**src/rtl/ps2_keycode_receiver_pkg.sv**
```systemverilog
// Shared definitions for the PS/2 keycode receiver: FSM encoding, prefix codes
// and the layout of a buffered key event.
package ps2_keycode_receiver_pkg;

  typedef enum logic [1:0] {
    ST_IDLE   = 2'd0,
    ST_DATA   = 2'd1,
    ST_PARITY = 2'd2,
    ST_STOP   = 2'd3
  } ps2_state_e;

  localparam logic [7:0] PS2_BREAK = 8'hF0;
  localparam logic [7:0] PS2_EXT   = 8'hE0;

  localparam int KEY_W        = 10;
  localparam int KEY_CODE_LSB = 0;
  localparam int KEY_BRK_BIT  = 8;
  localparam int KEY_EXT_BIT  = 9;

  // Odd parity holds when data plus parity bit carry an odd number of ones.
  function automatic logic odd_parity_ok(input logic [7:0] data, input logic par);
    return ^{data, par};
  endfunction

endpackage

```
**src/rtl/ps2_key_fifo.sv**
```systemverilog
// Synchronous show-ahead FIFO for decoded key events; head reads as zero when empty.
module ps2_key_fifo #(
  parameter int WIDTH = 10,
  parameter int DEPTH = 8
) (
  input  logic             Clock,
  input  logic             Reset_n,
  input  logic             push,
  input  logic             pop,
  input  logic [WIDTH-1:0] wdata,
  output logic [WIDTH-1:0] rdata,
  output logic             full,
  output logic             empty
);

  localparam int AW = $clog2(DEPTH);

  logic [AW:0]      wr_ptr, rd_ptr;
  logic [WIDTH-1:0] mem [DEPTH];
  logic             do_push, do_pop;

  // Extra pointer MSB distinguishes full from empty when the indices match.
  assign empty   = (wr_ptr == rd_ptr);
  assign full    = (wr_ptr[AW] != rd_ptr[AW]) && (wr_ptr[AW-1:0] == rd_ptr[AW-1:0]);
  assign do_pop  = pop && !empty;
  assign do_push = push && (!full || do_pop);

  always_ff @(posedge Clock or negedge Reset_n) begin
    if (!Reset_n) begin
      wr_ptr <= '0;
      rd_ptr <= '0;
    end else begin
      if (do_push) wr_ptr <= wr_ptr + (AW+1)'(1);
      if (do_pop)  rd_ptr <= rd_ptr + (AW+1)'(1);
    end
  end

  always_ff @(posedge Clock) begin
    if (do_push) mem[wr_ptr[AW-1:0]] <= wdata;
  end

  assign rdata = empty ? '0 : mem[rd_ptr[AW-1:0]];

endmodule

```
**src/rtl/ps2_keycode_receiver.sv**
```systemverilog
// Oversampling PS/2 keyboard receiver: sync, glitch filter, frame FSM, prefix
// folding, sticky error flags and a key-event FIFO.
module ps2_keycode_receiver
  import ps2_keycode_receiver_pkg::*;
#(
  parameter int FILTER_LEN     = 4,
  parameter int FIFO_DEPTH     = 8,
  parameter int TIMEOUT_CYCLES = 50000
) (
  input  logic       Clock,
  input  logic       Reset_n,
  input  logic       PS2_CLK,
  input  logic       PS2_DATA,
  input  logic       iKeyRead,
  input  logic       iClearError,
  output logic [7:0] oKeyCode,
  output logic       oKeyBreak,
  output logic       oKeyExtended,
  output logic       oFifoEmpty,
  output logic       oFifoFull,
  output logic       oParityError,
  output logic       oFrameError,
  output logic       oOverflow
);

  localparam int FCW = $clog2(FILTER_LEN + 1);
  localparam int TW  = $clog2(TIMEOUT_CYCLES + 1);

  logic             clk_s_p0, clk_s_p1, dat_s_p0, dat_s_p1;
  logic [FCW-1:0]   filt_cnt;
  logic             clk_filt, clk_filt_d, fall_p2;
  ps2_state_e       state_q, state_d;
  logic [2:0]       bit_cnt;
  logic [7:0]       shreg;
  logic             par_bit;
  logic [TW-1:0]    idle_cnt;
  logic             timeout, frame_done, parity_ok;
  logic             push_set, perr_set, ferr_set, ovf_set;
  logic             pend_ext, pend_brk;
  logic             push_p3;
  logic [KEY_W-1:0] push_data_p3, head;
  logic             fifo_full, fifo_empty;

  // Stage p0/p1: two-flop synchronisers; idle-high line resets to 1
  always_ff @(posedge Clock or negedge Reset_n) begin
    if (!Reset_n) begin
      clk_s_p0 <= 1'b1;
      clk_s_p1 <= 1'b1;
      dat_s_p0 <= 1'b1;
      dat_s_p1 <= 1'b1;
    end else begin
      clk_s_p0 <= PS2_CLK;
      clk_s_p1 <= clk_s_p0;
      dat_s_p0 <= PS2_DATA;
      dat_s_p1 <= dat_s_p0;
    end
  end

  // Stage p2: glitch filter and registered falling-edge strobe
  always_ff @(posedge Clock or negedge Reset_n) begin
    if (!Reset_n) begin
      filt_cnt   <= '0;
      clk_filt   <= 1'b1;
      clk_filt_d <= 1'b1;
      fall_p2    <= 1'b0;
    end else begin
      clk_filt_d <= clk_filt;
      fall_p2    <= clk_filt_d & ~clk_filt;
      if (clk_s_p1 == clk_filt) begin
        filt_cnt <= '0;
      end else if (filt_cnt == FCW'(FILTER_LEN - 1)) begin
        filt_cnt <= '0;
        clk_filt <= clk_s_p1;
      end else begin
        filt_cnt <= filt_cnt + FCW'(1);
      end
    end
  end

  // Stage p3: frame FSM, evaluated on each falling-edge strobe
  always_comb begin
    state_d    = state_q;
    frame_done = 1'b0;
    timeout    = (state_q != ST_IDLE) && !fall_p2 && (idle_cnt == TW'(TIMEOUT_CYCLES));
    case (state_q)
      ST_IDLE:   if (fall_p2 && !dat_s_p1) state_d = ST_DATA;
      ST_DATA:   if (fall_p2 && bit_cnt == 3'd7) state_d = ST_PARITY;
      ST_PARITY: if (fall_p2) state_d = ST_STOP;
      ST_STOP: begin
        if (fall_p2) begin
          state_d    = ST_IDLE;
          frame_done = 1'b1;
        end
      end
      default:   state_d = ST_IDLE;
    endcase
    if (timeout) state_d = ST_IDLE;
  end

  assign parity_ok = odd_parity_ok(shreg, par_bit);
  assign ferr_set  = (frame_done && !dat_s_p1) || timeout;
  assign perr_set  = frame_done && dat_s_p1 && !parity_ok;
  assign push_set  = frame_done && dat_s_p1 && parity_ok &&
                     (shreg != PS2_EXT) && (shreg != PS2_BREAK);
  assign ovf_set   = push_p3 && fifo_full && !iKeyRead;

  always_ff @(posedge Clock or negedge Reset_n) begin
    if (!Reset_n) begin
      state_q  <= ST_IDLE;
      bit_cnt  <= '0;
      idle_cnt <= '0;
    end else begin
      state_q <= state_d;
      if (state_q == ST_IDLE) bit_cnt <= '0;
      else if (state_q == ST_DATA && fall_p2) bit_cnt <= bit_cnt + 3'd1;
      if (state_q == ST_IDLE || fall_p2) idle_cnt <= '0;
      else if (!timeout) idle_cnt <= idle_cnt + TW'(1);
    end
  end

  always_ff @(posedge Clock) begin
    if (fall_p2 && state_q == ST_DATA)   shreg   <= {dat_s_p1, shreg[7:1]};
    if (fall_p2 && state_q == ST_PARITY) par_bit <= dat_s_p1;
    if (push_set) push_data_p3 <= {pend_ext, pend_brk, shreg};
  end

  // Prefix folding, push strobe and sticky flags; a fresh error beats a clear
  always_ff @(posedge Clock or negedge Reset_n) begin
    if (!Reset_n) begin
      pend_ext     <= 1'b0;
      pend_brk     <= 1'b0;
      push_p3      <= 1'b0;
      oParityError <= 1'b0;
      oFrameError  <= 1'b0;
      oOverflow    <= 1'b0;
    end else begin
      push_p3 <= push_set;
      if (frame_done && dat_s_p1) begin
        if (!parity_ok || push_set) begin
          pend_ext <= 1'b0;
          pend_brk <= 1'b0;
        end else if (shreg == PS2_EXT) begin
          pend_ext <= 1'b1;
        end else begin
          pend_brk <= 1'b1;
        end
      end
      oParityError <= perr_set | (oParityError & ~iClearError);
      oFrameError  <= ferr_set | (oFrameError & ~iClearError);
      oOverflow    <= ovf_set  | (oOverflow & ~iClearError);
    end
  end

  ps2_key_fifo #(
    .WIDTH(KEY_W),
    .DEPTH(FIFO_DEPTH)
  ) u_fifo (
    .Clock  (Clock),
    .Reset_n(Reset_n),
    .push   (push_p3),
    .pop    (iKeyRead),
    .wdata  (push_data_p3),
    .rdata  (head),
    .full   (fifo_full),
    .empty  (fifo_empty)
  );

  assign oKeyCode     = head[KEY_CODE_LSB +: 8];
  assign oKeyBreak    = head[KEY_BRK_BIT];
  assign oKeyExtended = head[KEY_EXT_BIT];
  assign oFifoEmpty   = fifo_empty;
  assign oFifoFull    = fifo_full;

endmodule

```
**config.mk**
```make
export PLATFORM = sky130hd
export DESIGN_NAME = ps2_keycode_receiver
export DESIGN_NICKNAME = d
export VERILOG_FILES = /design/src/rtl/ps2_keycode_receiver_pkg.sv /design/src/rtl/ps2_key_fifo.sv /design/src/rtl/ps2_keycode_receiver.sv
export SDC_FILE = /design/constraint.sdc
export NUM_CORES = 1
export LEC_CHECK = 0
export ABC_AREA = 1
export CAP_MARGIN = 20
export CELL_PAD_IN_SITES_DETAIL_PLACEMENT = 0
export CELL_PAD_IN_SITES_GLOBAL_PLACEMENT = 1
export CORE_MARGIN = 5
export CORE_UTILIZATION = 50
export DETAILED_ROUTE_END_ITERATION = 12
export GPL_ROUTABILITY_DRIVEN = 0
export HOLD_SLACK_MARGIN = 0.15
export PLACE_DENSITY = 0.86
export SLEW_MARGIN = 10
export SYNTH_ARGS = -nofsm -noshare
export SYNTH_HDL_FRONTEND = slang
export SYNTH_SLANG_ARGS = --single-unit
export TNS_END_PERCENT = 50
```
**constraint.sdc**
```tcl
create_clock -name Clock -period 6.94 [get_ports Clock]
set_input_delay 1.388 -clock Clock [delete_from_list [all_inputs] [get_ports Clock]]
set_output_delay 1.388 -clock Clock [all_outputs]
set_load 0.005 [all_outputs]
```
-- Word level (Yosys, flattened, before mapping)
Memories as Yosys holds them, arrays and structs flattened.
Index checks and enable logic that the tools add are counted.
- register bits after elaboration: 64
- latch bits: 0
- bits in writable memories: 80
- ROM bits: 0
- input bits: 6
- output and inout bits: 15
- logic and storage cells: 114
- memories: 1
- $add $sub $neg: 5
- $mul: 0
- div/mod/pow operators: 0
- $lt $le $gt $ge: 0
- equality and inequality tests: 19
- shifts and indexed selects: 0
- multiplexer cells: 21
- bitwise gates (word level): 10
- reductions and logical operators: 36
- memory list (name ; words ; bits a word ; read ports ; clocked after Yosys merged registers in ; wr ports ; line ; text):
    u_fifo.mem ; 8 ; 10 ; 1 ; 0 ; 1 ; ps2_key_fifo.sv:19 ; logic [WIDTH-1:0] mem [DEPTH];
- operators with widths (kind ; number):
    $mux W16 ; 2
    $logic_and A1 B1 Y1 ; 17
    $add A16 B1 Y16 const B ; 1
    $eq A16 B16 Y1 const B ; 1
    $ne A8 B8 Y1 const B ; 2
    $mux W3 ; 4
    $ne A3 B3 Y1 const B ; 4
    $mux W10 ; 1
    $mux W2 ; 5
    $reduce_xor A9 Y1 ; 1
    $add A4 B1 Y4 const B ; 2
    $eq A8 B8 Y1 const B ; 1
    $mux W1 ; 8
    $pmux W2 S4 ; 1
    $add A3 B1 Y3 const B ; 2
    $logic_not A1 Y1 ; 6
    $reduce_and A2 Y1 ; 3
    $reduce_bool A2 Y1 ; 3
    $and A1 B1 Y1 ; 4
    $eq A2 B2 Y1 const B ; 2
    $eq A4 B4 Y1 ; 1
    $logic_or A1 B1 Y1 ; 4
    $reduce_and A4 Y1 ; 1
    $eq A3 B2 Y1 const B ; 1
    10 further kinds ; 14

-- Depth between registers and ports, before layout
Gate-level depths: netlist of the first run.
- depth in word-level cells: 9
- gate-level depth with buffers: 13
- gate-level depth less buffers: 12

-- Hierarchy
From an unflattened synthesis of the first run, not the netlist that was laid out.
- cells, all modules: 596
- area total of the unflattened synthesis: 6311.1 um^2
- by module, submodules not included (module ; times used ; cells each ; area each (um^2) ; sequential area each (um^2)):
    ps2_key_fifo ; 1 ; 318 ; 3723.6 ; 2602.5
    ps2_keycode_receiver ; 1 ; 278 ; 2587.5 ; 1503.9

-- Least setup slack after synthesis of the first run
Ideal clock, no wire load.
- path type: input to register
- start point: input iKeyRead
- end point: memory u_fifo.mem[0][0], enable pin
- setup time: 390 ps
- arrival: 2439 ps
- required time: 6550 ps
- path slack: 4111 ps
- stages on the path: 5
- path buffers: 1
- cells stage by stage: nand2_4 > nand2_2 > nand2_2 > buf_6 > nor3_1
- cells in the longest elaborated chain, start to end: 5
- ends and longest elaborated chain (item ; line ; text):
    start: declaration ; ps2_keycode_receiver.sv:14 ; input logic iKeyRead,
    $logic_and A1 B1 Y1 ; ps2_key_fifo.sv:25 ; assign do_pop = pop && !empty;
    $logic_or A1 B1 Y1 ; ps2_key_fifo.sv:26 ; assign do_push = push && (!full || do_pop);
    $logic_and A1 B1 Y1 ; ps2_key_fifo.sv:26 ;
    $mux W1 ; ps2_key_fifo.sv:39 ; if (do_push) mem[wr_ptr[AW-1:0]] <= wdata;
    $mux W1 (implied by the code) ; ps2_key_fifo.sv:39 ;
    end: declaration ; ps2_key_fifo.sv:19 ;
Every way passes these cells.

-- Worst setup path after layout of the first run
- start point: register u_fifo.rd_ptr[1]
- end point: output oKeyExtended
- cells in the longest elaborated chain, start to end: 2
- elaborated cells between the ends (all ways): 3
- classes of those cells: eq/ne: 1; mux: 1; memory: 1
- ends and longest elaborated chain (item ; line ; text):
    start: declaration ; ps2_key_fifo.sv:18 ; logic [AW:0] wr_ptr, rd_ptr;
    start signal: assignment ; ps2_key_fifo.sv:34 ; if (do_pop) rd_ptr <= rd_ptr + (AW+1)'(1);
    $mem_v2 Z8 W10 or $eq A4 B4 Y1 (tied branches) ; - ;
    $mux W10 (*) ; ps2_key_fifo.sv:42 ; assign rdata = empty ? '0 : mem[rd_ptr[AW-1:0]];
    end: declaration ; ps2_keycode_receiver.sv:18 ; output logic oKeyExtended,
Every way passes the cells marked *; elsewhere a longest branch is shown, timed or not.

==> summary.md, run 1 <==
| Metric | Value |
|---|---|
| Largest net degree at the start of global routing | 46 |
| Post-CTS resize count | 0 |
| Worst hold path type | flip-flop to flip-flop |
| H-tree Lvls | 4 |
| Root Driver | clkbuf_16 |
| Setup CP Type | flip-flop to primary output |
| Drt wl/cell | 15.8 um |
| # hold bufs at CTS | 0 |
| Hold_ws | 0.357 ns |
| Adder-cell share of the synthesized area | 0.0226 |
| Setup_tns | 0 ns |
| Gr ovfl total | 0 |
| Hpwl dp | 7470 um |
| Routed vias/inst | 5.38 |
| Yosys synthesis warning count | 0 |
| Num CTS Buffers | 17 |
| Crit path required time | 5.55 ns |
| Nature of the critical path startpoint | flip-flop |
| Setup violators final | 0 |
| Share of layout cells above drive strength 1 | 0.0930 |
| Antenna violations before repair | 0 |
| Count leader, synth | edfxtp_1 |
| Insertion delay to the later sink of the worst-skew pair | 0.41 ns |
| Clock transition at the registers of the reported paths | 0.06 ns |
| Post-synthesis compound-gate area fraction | 0.0960 |
| DRC errors left | 0 |
| Maximum vdd ir drop | 0.268 mV |
| Clock share of power | 0.327 |
| Max clock buf depth | 2 |
| Final Hold Viols | 0 |
| Register area share after synthesis | 0.673 |
| Net Count, Synth | 581 |
| Clk_skew | 0.00984 ns |
| Worst-margin pin slew | 1.06 ns |
| Max FO, Critical Path | 24 |
| Drt first pass iters | 5 |
| Antenna cells | 0 |
| Syn Inst Count | 564 |
| RSZ-0062 raised after global routing | no |
| Combinational share of power | 0.273 |
| Vias in the first global route | 3,831 |
| Commonest cells post-synth | 99 x edfxtp_1, 91 x nor2_1, 90 x nand2_1, 62 x o21ai_0, 46 x inv_1 |
| Yosys cell types | 32 |
| Tcrit/Tclk final | 0.648 |
| Worst endpoint data arrival time | 3.11 ns |
| Internal | 0.00186 W |
| Switch share | 0.315 |
| Synth-to-layout area growth | 15.7% |
| First-pass GRT wire length | 19,500 um |
| Buffers on Ports | 20 |
| Async SR Flop Fraction | 0.313 |
| Fmax | 223 MHz |
| CP endpoint kind | primary output |
| Multiplexer area fraction after synthesis | 0.00185 |
| Max incr delay on CP | 0.86 ns |
| Pwr dens | 386 nW/um^2 |
| Die Area | 14,500 um^2 |
| Largest family of logic cells by synthesized area | simple AND/OR/NAND/NOR gates |
| Synth top area cells | edfxtp_1 49%, dfrtp_1 16%, nor2_1 5.6%, nand2_1 5.5%, o21ai_0 5.1% |
| Normalized max-slew margin | 0.287 |
| Synth Flop Type | edfxtp_1 |
| Initial Util | 0.510 |
| DIE WIDTH | 120 um |
| 1st-iter DRT viols | 377 |
| Via count | 4,026 |
| Most frequent CP cell | nor2_1 |
| Total power | 0.00272 W |
| Tot GR Track Use | 0.174 |
| Synth Area in XOR/XNOR | 0.0129 |
| Die H | 120 um |
| CTS tree | built |
| Crit-path slowest cell | dfrtp_1 |
| Sink Count | 144 |
| Core outline area | 12,000 um^2 |
| CP Cell Sequence | inv_1 > nand2_1 > nand3_2 > nor2_1 > nand2_2 > o21ai_1 > nor2_1 > clkdlybuf4s50_1 |
| Number of flops mapped to enable cells by yosys | 99 |
| Cell taking the most area after synthesis | edfxtp_1 |
| Sequential power share | 0.400 |
| Antenna viol nets, final | 0 |
| Synth top area share | 0.487 |
| Slew Limit Fails | 0 |
| Row Count | 40 |
| Fin crit period | 4.49 ns |
| Leakage | 2.74 nW |
| Avg Cell Area, Syn | 10.8 um^2 |
| Netlist area before placement | 6100 um^2 |
| Max-Cap Viols | 0 |
| Sw power | 0.000857 W |
| Nets | 606 |
| Num ports | 21 |
| Routed WL | 11,800 um |
| # Post-CTS Setup Buffers | 0 |
| Status | finished, final reports clean |
| Synthesis-stage register bit count | 144 |
| Simple-Gate Fraction of Synth Area | 0.150 |
==> placed cells by master (no fill, tap or decap), drive strengths merged, types with 2 or more instances in the layout <==
cell           count
nor3              14
edfxtp            99
a21oi             15
buf                6
clkbuf            20
clkinvlp           2
o21ai             68
clkinv             7
dfrtp             39
nand2             94
xor2               5
xnor2              4
bufinv             3
inv               48
clkdlybuf4s50     19
o22ai             20
nand3             19
nand4              4
dfstp              6
ha                11
o21a               2
nor2              91
==> registers in the layout, indices dropped and copies added, names as in the netlist, 2 cells and up <==
| signal | count |
|---|---|
| push_data_p3 | 10 |
| u_fifo.mem | 80 |
| u_fifo.wr_ptr | 4 |
| idle_cnt | 16 |
| bit_cnt | 3 |
| filt_cnt | 3 |
| shreg | 8 |
| state_q | 2 |
| u_fifo.rd_ptr | 4 |
==> cell families (layout without fill, tap and decap cells) <==
family / count (synthesis) / count (layout)
XOR/XNOR: 9 / 9
AO/OA/AOI/OAI: 109 / 109
multiplexers: 1 / 1
buffers and inverters: 67 / 105
flip-flops: 144 / 144
AND/OR/NAND/NOR: 223 / 223
adder cells (fa/ha/maj): 11 / 11
==> final timing paths <==
check                                              from                         end  slack, ns  cells past startpoint
max                        u_fifo.rd_ptr[1]$_DFFE_PN0P_                oKeyExtended       2.45                      8
min                                  dat_s_p0$_DFF_PN1_          dat_s_p1$_DFF_PN1_       0.36                      0
max reg2reg                u_fifo.rd_ptr[1]$_DFFE_PN0P_  u_fifo.mem[0][4]$_DFFE_PP_       3.38                      9
min reg2reg                          dat_s_p0$_DFF_PN1_          dat_s_p1$_DFF_PN1_       0.36                      0
max in group asynchronous                       Reset_n          dat_s_p0$_DFF_PN1_       5.51                      2
min in group asynchronous                       Reset_n      state_q[0]$_DFFE_PN0P_       0.88                      1
==> per-stage QoR <==
step           cell area (um^2)  cells   util  setup slack [ns]
2_1_floorplan              6100    564      -              4.11
3_3_place_gp               6440    714  0.538              2.95
3_5_place_dp               6450    715  0.539              2.90
4_1_cts                    7030    747  0.588              2.46
5_1_grt                    7060    749  0.590              2.22
6_report                   7060    749  0.590              2.45
==> power by group through the flow <==
stage / Combinational [W] / Clock [W] / Sequential [W]
finish: 0.000742 / 0.000890 / 0.00109
global route: 0.000839 / 0.000948 / 0.00110
detailed placement: 0.000736 / 0 / 0.00110
floorplan: 0.000506 / 0 / 0.00106
global placement: 0.000717 / 0 / 0.00110
CTS: 0.000745 / 0.000907 / 0.00109
==> worst max-delay path: cells and delay by family, from the launching register on <==
kind	cells	cell delay (ns)
simple gates	5	0.68
buf+inv	2	1.00
compound gates	1	0.15
flops	1	0.86
==> layer usage <==
layer	up-vias	part of all wire	track usage
met1	1920	0.46	0.233
li1	1981	-	-
met4	0	0.014	0.0722
met3	14	0.060	0.0482
met5	-	0	0
met2	111	0.47	0.270
==> area by class of cell <==
cell class / count / area (um^2)
multi-input combinational: 353 / 1760
tap: 147 / 184
clock buffer: 20 / 437
inverter: 48 / 180
fill: 951 / 4900
timing repair buffer: 25 / 253
clock inverter: 12 / 144
sequential: 144 / 4110
Power figures use the tool's default switching activity.
==> run 2, diff against run 1 <==
Settings changed: CORE_UTILIZATION 50 to 44, PLACE_DENSITY 0.86 to 0.8.
Clock period 6.94 ns to 3.8 ns, I/O delays scaled along.
==> run 2 against run 1 <==
Total power increased by 89%. Count of clock-buffer cells in the layout shrank 2. Die area rose by 12%. Final area rose by 1.8%. Hold slack got worse by 0.017 ns. Register-to-register slack got worse by 2.5 ns. Wire length is 1.0% higher. Final cell count up 5.5%. Critical path depth decreased by 1. Clock skew up 0.0053 ns. First-iteration DRC count shrank 23%. Global-route usage down 1.7 points. Critical path type unchanged. Largest cell class unchanged. Highest routed layer unchanged.
==> summary.md, run 2 (synthesis results as in run 1) <==
| Metric | Value |
|---|---|
| Routed vias/inst | 5.07 (was 5.38) |
| Antenna violations before repair | 0 (unchanged) |
| Num ports | 21 (unchanged) |
| Antenna cells | 0 (unchanged) |
| Slew Limit Fails | 0 (unchanged) |
| H-tree Lvls | 4 (unchanged) |
| Buffers on Ports | 20 (unchanged) |
| Routed WL | 12,000 um (was 11,800 um) |
| Final core occ | 0.524 (was 0.590) |
| Setup CP Type | flip-flop to primary output (unchanged) |
| Share of layout cells above drive strength 1 | 0.0984 (was 0.0930) |
| DRC errors left | 0 (unchanged) |
| Sink Count | 144 (unchanged) |
| Total power | 0.00514 W (was 0.00272 W) |
| Maximum vdd ir drop | 0.431 mV (was 0.268 mV) |
| Antenna viol nets, final | 0 (unchanged) |
| Row Count | 43 (was 40) |
| Final Hold Viols | 0 (unchanged) |
| Fin area | 7190 um^2 (was 7060 um^2) |
| Initial Util | 0.445 (was 0.510) |
| Max clock buf depth | 2 (unchanged) |
| Area post-placement | 6530 um^2 (was 6450 um^2) |
| 1st-iter DRT viols | 290 (was 377) |
| CP Cell Sequence | inv_2 > buf_4 > o21ai_0 > o22ai_1 > nor2_1 > nor2_1 > clkdlybuf4s50_1 (was inv_1 > nand2_1 > nand3_2 > nor2_1 > nand2_2 > o21ai_1 > nor2_1 > clkdlybuf4s50_1) |
| Largest net degree at the start of global routing | 46 (unchanged) |
| CTS tree | built (unchanged) |
| First-pass GRT wire length | 19,900 um (was 19,500 um) |
| Clock transition at the registers of the reported paths | 0.06 ns (about the same) |
| Fill cell total of the finished layout | 1,165 (was 951) |
| Post-CTS resize count | 0 (unchanged) |
| Setup_tns | 0 ns (unchanged) |
| Most frequent CP cell | nor2_1 (unchanged) |
| Tcrit/Tclk final | 0.898 |
| Drt first pass iters | 4 (was 5) |
| Via count | 4,009 (was 4,026) |
| Max FO, Critical Path | 30 (was 24) |
| Area of the multi-input gates | 1730 um^2 (was 1760 um^2) |
| Crit-path slowest cell | dfrtp_1 (unchanged) |
| Vias in the first global route | 3,918 (was 3,831) |
| Synth-to-layout area growth | 17.8% (was 15.7%) |
| Reg area | 4110 um^2 (unchanged) |
| Crit path required time | 3.04 ns (was 5.55 ns) |
| Max FFs per register | 80 (unchanged) |
| Leakage | 2.80 nW (was 2.74 nW) |
| RSZ-0062 raised after global routing | no (unchanged) |
| Insertion delay to the later sink of the worst-skew pair | 0.43 ns (was 0.41 ns) |
| CP endpoint kind | primary output (unchanged) |
| Gr ovfl total | 0 (unchanged) |
| Nature of the critical path startpoint | flip-flop (unchanged) |
| Core outline area | 13,700 um^2 (was 12,000 um^2) |
| Fin crit period | 3.41 ns |
| DIE WIDTH | 128 um (was 120 um) |
| Clk_skew | 0.0151 ns (was 0.00984 ns) |
| Max incr delay on CP | 0.55 ns (was 0.86 ns) |
| Commonest non-fill, non-tap cell in the layout | edfxtp_1 (unchanged) |
| Die Area | 16,300 um^2 (was 14,500 um^2) |
| Fmax | 293 MHz |
| Worst-margin pin slew | 0.994 ns (was 1.06 ns) |
| Pwr dens | 715 nW/um^2 (was 386 nW/um^2) |
| Status | finished, final reports clean (unchanged) |
| Setup violators final | 0 (unchanged) |
| Hpwl dp | 7860 um (was 7470 um) |
| Worst endpoint data arrival time | 2.65 ns (was 3.11 ns) |
| Nets | 614 (was 606) |
| Worst hold path type | input pin to asynchronous set/reset pin (was flip-flop to flip-flop) |
| Most frequent cells in the layout | 99 x edfxtp_1, 91 x nor2_1, 90 x nand2_1 (unchanged) |
| Normalized max-slew margin | 0.335 (was 0.287) |
| Root Driver | clkbuf_16 (unchanged) |
| # hold bufs at CTS | 0 (unchanged) |
| # Post-CTS Setup Buffers | 0 (unchanged) |
| Max-Cap Viols | 0 (unchanged) |
| Die H | 128 um (was 120 um) |
| Tot GR Track Use | 0.157 (was 0.174) |
| Num CTS Buffers | 17 (unchanged) |
| Drt wl/cell | 15.1 um (was 15.8 um) |
==> run 2: worst max-delay path: cells and delay by family (launching register included) <==
kind / cells / cell delay, ns
DFF: 1 / 0.55
and+or+nand+nor: 2 / 0.19
buffers and inverters: 3 / 1.11
AOI/OAI and AO/OA: 2 / 0.37
==> run 2: per-layer routing <==
metal | GRT usage | vias up | routed length [um]
met3 | 0.0433 | 16 | 569
met2 | 0.255 | 86 | 5900
met1 | 0.201 | 1907 | 5310
met4 | 0.0593 | 0 | 178
met5 | 0 | - | 0
li1 | - | 2000 | -
==> run 2: final timing paths <==
| check | start | to | slack [ns] | cells after the start |
|---|---|---|---|---|
| max | u_fifo.rd_ptr[0]$_DFFE_PN0P_ | oKeyCode[5] | 0.39 | 7 |
| min | Reset_n | filt_cnt[2]$_DFF_PN0_ | 0.34 | 1 |
| max reg2reg | u_fifo.rd_ptr[0]$_DFFE_PN0P_ | u_fifo.mem[6][9]$_DFFE_PP_ | 0.87 | 10 |
| min reg2reg | clk_s_p0$_DFF_PN1_ | clk_s_p1$_DFF_PN1_ | 0.36 | 0 |
| max in group asynchronous | Reset_n | clk_s_p1$_DFF_PN1_ | 2.88 | 2 |
| min in group Clock | clk_s_p0$_DFF_PN1_ | clk_s_p1$_DFF_PN1_ | 0.36 | 0 |
==> run 2: per-stage QoR <==
| stage | setup WS, ns | cells | hold WS [ns] |
|---|---|---|---|
| 6_report | 0.389 | 790 | 0.340 |
| 5_1_grt | 0.183 | 790 | 0.367 |
| 4_1_cts | 0.365 | 789 | 0.358 |
| 3_5_place_dp | 0.823 | 757 | 0.348 |
| 3_3_place_gp | 0.863 | 757 | 0.349 |
| 2_1_floorplan | 1.48 | 564 | 0.345 |
==> run 2: final cells by class <==
| cell class | instances | share of cell area |
|---|---|---|
| Timing Repair Buffer | 33 | 0.0435 |
| Inverter | 48 | 0.0251 |
| Sequential cell | 144 | 0.571 |
| Tap cell | 180 | 0.0313 |
| Clock buffer | 18 | 0.0597 |
| Clock inverter | 14 | 0.0282 |
| Multi-Input combinational cell | 353 | 0.241 |
==> run 2: report_power, final <==
part	switching, W	internal [W]
Combinational	0.000803	0.000600
Clock	0.000657	0.00111
Sequential	0.000149	0.00182
Total	0.00161	0.00353
==> run 3, diff against run 2 <==
Settings changed: HOLD_SLACK_MARGIN 0.15 to default, MAX_ROUTING_LAYER from default to met4.
==> run 3 against run 2 <==
Total power about the same. Register-to-register slack hardly changed. Final area did not move. Critical path type unchanged. Critical endpoint unchanged.
==> summary.md, run 3 (synthesis results as in run 1) <==
| Metric | Value |
|---|---|
| Status | finished, final reports clean (unchanged) |
| Drt first pass iters | 4 (unchanged) |
| Setup CP Type | flip-flop to primary output (unchanged) |
| Synth-to-layout area growth | 17.8% (unchanged) |
| Hold_ws | 0.326 ns (was 0.340 ns) |
| Nets | 614 (unchanged) |
| Pwr dens | 715 nW/um^2 (about the same) |
| DIE WIDTH | 128 um (unchanged) |
| # hold bufs at CTS | 0 (unchanged) |
| Most frequent cells in the layout | 99 x edfxtp_1, 91 x nor2_1, 90 x nand2_1 (unchanged) |
| Antenna viol nets, final | 0 (unchanged) |
| Antenna cells | 0 (unchanged) |
| CTS tree | built (unchanged) |
| Setup_tns | 0 ns (unchanged) |
| Worst-margin pin slew | 1.00 ns (was 0.994 ns) |
| CP endpoint kind | primary output (unchanged) |
| Placed insts | 757 (unchanged) |
| Die H | 128 um (unchanged) |
| R2r setup slk | 0.87 ns (about the same) |
| RSZ-0062 raised after global routing | no (unchanged) |
| Row Count | 43 (unchanged) |
| Largest net degree at the start of global routing | 46 (unchanged) |
| Normalized max-slew margin | 0.328 (was 0.335) |
| First-pass GRT wire length | 19,800 um (was 19,900 um) |
| Leakage | 2.80 nW (unchanged) |
| Sink Count | 144 (unchanged) |
| # Post-CTS Setup Buffers | 0 (unchanged) |
| Tcrit/Tclk final | 0.899 (was 0.898) |
| Die Area | 16,300 um^2 (unchanged) |
| Max clock buf depth | 2 (unchanged) |
| Worst hold path type | input pin to asynchronous set/reset pin (unchanged) |
| Core outline area | 13,700 um^2 (unchanged) |
| H-tree Lvls | 4 (unchanged) |
| Hpwl dp | 7860 um (unchanged) |
| Drt wl/cell | 15.1 um (unchanged) |
| Clk_skew | 0.0112 ns (was 0.0151 ns) |
| Maximum vdd ir drop | 0.431 mV (about the same) |
| Fmax | 293 MHz (about the same) |
| Max FO, Critical Path | 30 (unchanged) |
| Crit path required time | 3.04 ns (about the same) |
| Buffers on Ports | 20 (unchanged) |
| Insertion delay to the later sink of the worst-skew pair | 0.42 ns (was 0.43 ns) |
| Vias in the first global route | 3,928 (was 3,918) |
| Commonest non-fill, non-tap cell in the layout | edfxtp_1 (unchanged) |
| End of the worst register-to-register path | u_fifo.mem[6][9]$_DFFE_PP_ (unchanged) |
| Initial Util | 0.445 (unchanged) |
| Via count | 4,007 (was 4,009) |
| Share of layout cells above drive strength 1 | 0.0984 (unchanged) |
| Antenna violations before repair | 0 (unchanged) |
| Num CTS Buffers | 17 (unchanged) |
| R2R depth | 10 (unchanged) |
| Crit Reg-Reg Startpoint | u_fifo.rd_ptr[0]$_DFFE_PN0P_ (unchanged) |
| DRC errors left | 0 (unchanged) |
| Fin crit period | 3.42 ns (was 3.41 ns) |
| Num ports | 21 (unchanged) |
| Finished Layout Cells | 790 (unchanged) |
| Routed WL | 12,000 um (unchanged) |
| Gr ovfl total | 0 (unchanged) |
| Routed vias/inst | 5.07 (about the same) |
| Max FFs per register | 80 (unchanged) |
| Setup violators final | 0 (unchanged) |
| Clock transition at the registers of the reported paths | 0.06 ns (about the same) |
| Worst endpoint data arrival time | 2.66 ns (was 2.65 ns) |
| 1st-iter DRT viols | 253 (was 290) |
| Slew Limit Fails | 0 (unchanged) |
| Tot GR Track Use | 0.161 (was 0.157) |
| Nature of the critical path startpoint | flip-flop (unchanged) |
| Root Driver | clkbuf_16 (unchanged) |
| Post-CTS resize count | 0 (unchanged) |
| Fill cell total of the finished layout | 1,165 (unchanged) |
| Max-Cap Viols | 0 (unchanged) |
| Final Hold Viols | 0 (unchanged) |
run 3: cell counts in the layout (fill, tap and decap cells not counted):
No cell type changed its count.
run 3: per-stage QoR:
step	setup WS, ns	total power, W	util	instance area, um^2
5_1_grt	0.194	0.00545	0.524	7190
2_1_floorplan	1.48	0.00286	-	6100
3_3_place_gp	0.863	0.00338	0.476	6530
6_report	0.382	0.00514	0.524	7190
4_1_cts	0.365	0.00518	0.522	7160
3_5_place_dp	0.823	0.00341	0.476	6530
run 3: worst max-delay path by stage:
stage	startpoint	cells past startpoint	end
6_report	u_fifo.rd_ptr[0]$_DFFE_PN0P_	7	oKeyCode[5]
5_1_grt	u_fifo.rd_ptr[0]$_DFFE_PN0P_	7	oKeyCode[5]
4_1_cts	u_fifo.rd_ptr[0]$_DFFE_PN0P_	7	oKeyCode[5]
3_5_place_dp	u_fifo.rd_ptr[0]$_DFFE_PN0P_	7	oKeyCode[5]
3_3_place_gp	u_fifo.rd_ptr[0]$_DFFE_PN0P_	9	oKeyCode[1]
2_1_floorplan	u_fifo.wr_ptr[2]$_DFFE_PN0P_	9	u_fifo.mem[0][0]$_DFFE_PP_
run 3: metal layers:
metal / vias up / track usage / wire length [um]
li1: 2001 / - / -
met1: 1904 / 0.202 / 5400
met2: 86 / 0.255 / 5850
met3: 16 / 0.0425 / 500
met4: 0 / 0.0593 / 202
met5: - / - / 0
run 3: layout make-up:
class	count	area [um^2]	share of cell area
sequential	144	4110	0.571
multi-input combinational	353	1730	0.241
clock buffer	18	429	0.0597
timing repair buffer	33	313	0.0435
tap	180	225	0.0313
clock inverter	14	203	0.0282
inverter	48	180	0.0251
run 3: worst max-delay path: stages, from the launching register on:
cell,delay [ns]
dfrtp_1,0.55
inv_2,0.27
buf_4,0.34
o21ai_0,0.15
o22ai_1,0.22
nor2_1,0.09
nor2_1,0.10
clkdlybuf4s50_1,0.50
run 3: power breakdown:
part	switching (W)	leakage, nW	internal (W)
Combinational	0.000803	1.01	0.000600
Sequential	0.000150	1.48	0.00182
Clock	0.000659	0.307	0.00111
